## config.mk

```make
export PLATFORM = sky130hd
export DESIGN_NAME = carryskip_pipe_adder
export DESIGN_NICKNAME = d
export VERILOG_FILES = /design/src/rtl/carryskip_pipe_adder.sv
export SDC_FILE = /design/constraint.sdc
export NUM_CORES = 1
export LEC_CHECK = 0
export BUFFER_PORTS_ARGS = -buffer_cell sky130_fd_sc_hd__buf_2
export CORE_MARGIN = 2
export CORE_UTILIZATION = 38
export CTS_CLUSTER_SIZE = 16
export DETAILED_ROUTE_END_ITERATION = 12
export SLEW_MARGIN = 10
export SYNTH_ARGS = -nofsm -noshare
export SYNTH_HDL_FRONTEND = slang
export SYNTH_SLANG_ARGS = --single-unit
```

## constraint.sdc

```tcl
create_clock -name clk -period 2.28 [get_ports clk]
set_input_delay 0.114 -clock clk [delete_from_list [all_inputs] [get_ports clk]]
set_output_delay 0.114 -clock clk [all_outputs]
set_load 0.01 [all_outputs]
```

## src/rtl/carryskip_pipe_adder.sv

```systemverilog
// ---------------------------------------------------------------------------
// carryskip_pipe_adder
//
// Pipelined, parametrised carry-skip adder/subtractor. The operands are split
// into NBLK = WIDTH/BLOCK skip blocks. Each pipeline stage resolves exactly one
// block, so a beat reaches the output NBLK cycles after it is accepted. Both
// sides use a valid/ready handshake, and backpressure from the output stalls
// the whole pipeline.
//
// Parameters:
//   WIDTH  operand/sum width in bits (must be a multiple of BLOCK)
//   BLOCK  skip-block width in bits (1..WIDTH)
//
// Ports:
//   clk        rising-edge clock
//   rst        synchronous active-high reset; drops every in-flight beat
//   in_valid   operand beat valid
//   in_ready   pipeline can take a beat this cycle
//   a, b       operands
//   ci         carry in (ignored in subtract mode)
//   sub        0: s = a + b + ci, 1: s = a - b
//   out_valid  result valid
//   out_ready  downstream accepts the result
//   s          sum / difference (modulo 2^WIDTH)
//   co         carry out of the MSB (subtract: 1 = no borrow)
//   ovf        signed two's-complement overflow
//   skip       bit k set when block k was all-propagate and its carry
//              took the skip path
// ---------------------------------------------------------------------------
module carryskip_pipe_adder #(
    parameter int WIDTH = 8,
    parameter int BLOCK = 4
) (
    input  logic                   clk,
    input  logic                   rst,
    input  logic                   in_valid,
    output logic                   in_ready,
    input  logic [WIDTH-1:0]       a,
    input  logic [WIDTH-1:0]       b,
    input  logic                   ci,
    input  logic                   sub,
    output logic                   out_valid,
    input  logic                   out_ready,
    output logic [WIDTH-1:0]       s,
    output logic                   co,
    output logic                   ovf,
    output logic [WIDTH/BLOCK-1:0] skip
);

    localparam int NBLK = WIDTH / BLOCK;

    // A width that does not split into whole blocks would leave bits that no
    // stage ever resolves, so refuse to elaborate.
    if ((BLOCK < 1) || (BLOCK > WIDTH) || ((WIDTH % BLOCK) != 0)) begin : g_param_check
        $error("carryskip_pipe_adder: WIDTH must be a non-zero multiple of BLOCK");
    end

    // Result of resolving one block: its sum bits, the carry handed to the
    // next block, and whether the block was all-propagate.
    typedef struct packed {
        logic [BLOCK-1:0] sum;
        logic             carry;
        logic             prop;
    } blk_res_t;

    // Ripple through one block while also forming the group-propagate term.
    // When the whole block propagates, the outgoing carry is taken straight
    // from the incoming carry (the skip path) instead of the ripple chain.
    function automatic blk_res_t resolve_block(
        input logic [BLOCK-1:0] blk_a,
        input logic [BLOCK-1:0] blk_b,
        input logic             cin
    );
        blk_res_t res;
        logic     rc;
        logic     x;
        rc       = cin;
        res.sum  = '0;
        res.prop = 1'b1;
        for (int i = 0; i < BLOCK; i++) begin
            x          = blk_a[i] ^ blk_b[i];
            res.sum[i] = x ^ rc;
            rc         = (blk_a[i] & blk_b[i]) | (x & rc);
            res.prop   = res.prop & x;
        end
        res.carry = res.prop ? cin : rc;
        return res;
    endfunction

    // Per-stage registers. Every stage carries the full prepared operands so
    // later blocks can still be resolved; the partial sum fills in one block
    // per stage.
    logic             st_valid [NBLK];
    logic [WIDTH-1:0] st_a     [NBLK];
    logic [WIDTH-1:0] st_b     [NBLK];
    logic [WIDTH-1:0] st_s     [NBLK];
    logic             st_c     [NBLK];
    logic [NBLK-1:0]  st_skip  [NBLK];

    // What each stage would load on an advancing edge.
    logic             src_valid [NBLK];
    logic [WIDTH-1:0] src_a     [NBLK];
    logic [WIDTH-1:0] src_b     [NBLK];
    logic [WIDTH-1:0] src_s     [NBLK];
    logic             src_c     [NBLK];
    logic [NBLK-1:0]  src_skip  [NBLK];

    logic [WIDTH-1:0] nxt_s    [NBLK];
    logic             nxt_c    [NBLK];
    logic [NBLK-1:0]  nxt_skip [NBLK];
    blk_res_t         blk_res  [NBLK];

    logic advance;

    // The only thing that can stop the pipeline is a result sitting at the
    // output that downstream refuses; every stage moves in lockstep otherwise,
    // which is also when a new beat can enter.
    assign advance  = !(st_valid[NBLK-1] && !out_ready);
    assign in_ready = advance;

    // Stage inputs. Stage 0 takes the port operands after subtract
    // preparation (b inverted, carry forced to 1); later stages take the
    // previous stage's registers.
    always_comb begin
        src_valid[0] = in_valid;
        src_a[0]     = a;
        src_b[0]     = sub ? ~b : b;
        src_c[0]     = sub ? 1'b1 : ci;
        src_s[0]     = '0;
        src_skip[0]  = '0;
        for (int k = 1; k < NBLK; k++) begin
            src_valid[k] = st_valid[k-1];
            src_a[k]     = st_a[k-1];
            src_b[k]     = st_b[k-1];
            src_c[k]     = st_c[k-1];
            src_s[k]     = st_s[k-1];
            src_skip[k]  = st_skip[k-1];
        end
    end

    // Each stage resolves its own block and merges the new sum bits and skip
    // flag into what the beat already carries.
    always_comb begin
        for (int k = 0; k < NBLK; k++) begin
            blk_res[k] = resolve_block(src_a[k][k*BLOCK +: BLOCK],
                                       src_b[k][k*BLOCK +: BLOCK],
                                       src_c[k]);
            nxt_s[k]                     = src_s[k];
            nxt_s[k][k*BLOCK +: BLOCK]   = blk_res[k].sum;
            nxt_skip[k]                  = src_skip[k];
            nxt_skip[k][k]               = blk_res[k].prop;
            nxt_c[k]                     = blk_res[k].carry;
        end
    end

    // Pipeline registers. Valid bits move on every advancing edge so bubbles
    // travel as invalid stages. Data is only loaded behind a valid beat,
    // which keeps the final stage (and so the outputs) holding the last
    // result after it has been consumed.
    always_ff @(posedge clk) begin
        if (rst) begin
            for (int k = 0; k < NBLK; k++) begin
                st_valid[k] <= 1'b0;
                st_a[k]     <= '0;
                st_b[k]     <= '0;
                st_s[k]     <= '0;
                st_c[k]     <= 1'b0;
                st_skip[k]  <= '0;
            end
        end else if (advance) begin
            for (int k = 0; k < NBLK; k++) begin
                st_valid[k] <= src_valid[k];
                if (src_valid[k]) begin
                    st_a[k]    <= src_a[k];
                    st_b[k]    <= src_b[k];
                    st_s[k]    <= nxt_s[k];
                    st_c[k]    <= nxt_c[k];
                    st_skip[k] <= nxt_skip[k];
                end
            end
        end
    end

    // Outputs come straight from the last stage. Overflow uses the prepared
    // operand b, so the same rule covers both add and subtract.
    assign out_valid = st_valid[NBLK-1];
    assign s         = st_s[NBLK-1];
    assign co        = st_c[NBLK-1];
    assign skip      = st_skip[NBLK-1];
    assign ovf       = (st_a[NBLK-1][WIDTH-1] == st_b[NBLK-1][WIDTH-1]) &&
                       (st_s[NBLK-1][WIDTH-1] != st_a[NBLK-1][WIDTH-1]);

endmodule

```

==> metrics.yaml <==
h-tree-depth: 2
avgRoutedWirePerCell_um: 10.5
tns_ns: 0
synth_most_common_cell: "edfxtp_1"
synth_top_family_by_area: "adder cells"
die-area_um2: 4560
start_util_pct: 38.9
hold_start: "a[5]"
antenna_found_initial: 0
ios: 36
cp_slowest_stage_delay_ns: 0.42
synth_common_cells: "29 x edfxtp_1, 17 x nor2_1, 15 x and2_1, 14 x inv_1"
coreArea_um2: 3940
comb_power_share_pct: 16.1
num_vias: 900
routed_wl_mm: 2.19
switching_share_pct: 23.5
synth_top_area_share_pct: 56.8
setup_viol: 0
syn_to_final_growth_pct: 21.6
seq_power_share_pct: 53.6
status: "completed"
slew_viol_final: 0
p_total_mw: 1.25
clock_path_buffers: 2
power.share.clock_pct: 30.2
grt_pass1_wl_mm: 3.88
routabilityCongestion: 0.790
die_h_um: 67.5
ys_warn_count: 0
crit_top_cell: "fa_1"
ys_ff_latch: 29
async_flop_share_pct: 0
synth_mux_area_share_pct: 0.653
cp-end-kind: "flop"
critPathLaunch: "st_a[0][4]$_SDFFCE_PN0P_"
crit_arrival_ns: 2.26
max_freq_mhz: 469
skew_ns: 0.00421
synth-compound-area-share_pct: 1.80
grt_overflow: 0
ant_nets: 0
hold_viol_final: 0
worstMarginPinSlew_ns: 0.638
grt_max_degree: 15
cts_tree: "built"
maxSlewHeadroom_pct: 57.2
postPlaceCellArea_um2: 1770
numCtsBuffers: 5
antennaDiodeCount: 0
route.detailed.drc: 0
nNetsFinal: 196
yosysSeqAreaShare_pct: 56.8
synth-edff-count: 29
r2r-start: "st_a[0][4]$_SDFFCE_PN0P_"
yosysTopAreaCell: "edfxtp_1"
critical_path.cell_chain: "inv_2 > fa_1 > inv_1 > fa_2 > fa_1 > inv_1 > fa_1 > nor2_1"
viasPerCell: 4.31
synth_cell_types: 22
min_path_type: "in -> reg"
finalCriticalPeriod_ns: 2.13
synth_area_per_cell_um2: 13.1
clk_pin_slew_ns: 0.05
synth.area.top_cells: "edfxtp_1 57%, fa_1 10%, ha_1 6.5%, and2_1 6.1%, nor2_1 4.2%"
synth_top_flop_cell: "edfxtp_1"
cts.sinks: 29
syn-instance-count: 117
cp_max_fo: 2
cts-root-buf: "clkbuf_8"
peakVddDrop_mv: 0.237
crit_path_start_kind: "flop"
clk_latency_ns: 0.27
cap_violations: 0
synth-simple-area-share_pct: 14.1
drt-initial-drc-count: 21
whs_ns: 0.119
stdcell_area_um2: 1860
p_int_mw: 0.957
syn-cell-area_um2: 1530
rsz0062_at_grt: "false"
track_usage_pct: 12.2
synth-adder-area-share_pct: 17.0
synth_xor_area_share_pct: 4.57
hpwl_mm: 1.71
firstDrtPassIters: 6
required_ns: 2.41
p_sw_mw: 0.294
final.period_utilization_pct: 93.6
syn-num-nets: 155
powerDensity_nw_per_um2: 672
first_global_vias: 953
power.leakage_nw: 0.837
io_buffers: 35
crit_path_top_delay_cell: "edfxtp_1"
fp.dieW_um: 67.5
crit_type: "reg -> reg"
drive_above_1_share_pct: 31.4
rows: 23
==> per-layer routing <==
metal / part of all wire [%] / GRT usage [%] / up-vias
li1: - / - / 455
met1: 40 / 12.2 / 408
met2: 51 / 20.8 / 33
met3: 6.6 / 4.50 / 4
met4: 2.6 / 8.16 / 0
met5: 0 / 0 / -
==> critical path: cells and delay by family (launching register included) <==
kind	cells	cell delay, ns
and+or+nand+nor	1	0.09
DFF	1	0.42
adders and majority gates	4	1.27
buffers and inverters	3	0.21
==> power groups by stage <==
stage	clock network (mW)	logic (mW)	registers, mW
final	0.378	0.202	0.671
after global routing	0.421	0.236	0.678
after CTS	0.393	0.203	0.671
after detailed placement	0	0.202	0.681
after global placement	0	0.196	0.680
after floorplan	0	0.119	0.691
==> metrics by stage <==
| step | utilization [%] | setup WS, ns | std cells |
|---|---|---|---|
| after floorplan | - | 0.0255 | 117 |
| after global placement | 44.8 | 0.00489 | 200 |
| after detailed placement | 44.8 | -0.0884 | 200 |
| after CTS | 46.9 | 0.0610 | 208 |
| after global routing | 47.3 | 0.0159 | 209 |
| final | 47.3 | 0.146 | 209 |
==> flip-flops by register name, indices dropped and copies added (netlist names) <==
register / count
st_s: 12
st_a: 5
st_skip: 3
st_valid: 2
st_b: 5
st_c: 2
==> final cells by class <==
type	instances	area [um^2]
well taps	50	62.6
flip-flops and latches	29	871
repair buffers	38	198
clock buffers	8	80.1
fillers	359	2080
multi-input cells	70	599
inverters	14	52.6
==> cells by family (layout without fill, tap and decap cells) <==
group	Yosys count	after routing
compound gates	4	4
xor+xnor	8	8
fa+ha+maj	16	16
buf+inv	18	60
flops	29	29
mux	1	1
simple gates	41	41
==> cells in the final DEF, fill, tap and decap left out, types with 3 or more instances in the layout <==
master / count
fa_1: 7
edfxtp_1: 29
xor2_1: 3
buf_2: 35
xnor2_1: 4
buf_4: 3
ha_1: 8
nor2_1: 17
clkbuf_8: 5
clkbuf_1: 3
inv_1: 12
and2_1: 15
==> worst paths after layout <==
path / end / slack [ns] / cells after the start
max: st_s[0][15]$_SDFFCE_PN0P_ / 0.15 / 8
min: st_a[0][5]$_SDFFCE_PN0P_ / 0.12 / 2
max reg2reg: st_s[0][15]$_SDFFCE_PN0P_ / 0.15 / 8
min reg2reg: st_skip[0][2]$_SDFFCE_PN0P_ / 0.52 / 1
==> what timing repair did <==
| item | 4_1_cts | 5_1_grt |
|---|---|---|
| endpoints found under the hold margin | 0 | 0 |
| gates resized for setup | 0 | 3 |
| setup buffers | 0 | 1 |
| hold buffers | 0 | 0 |
| setup endpoints to repair | 0 | 1 |
No activity file was read; power rests on OpenSTA's default activity.
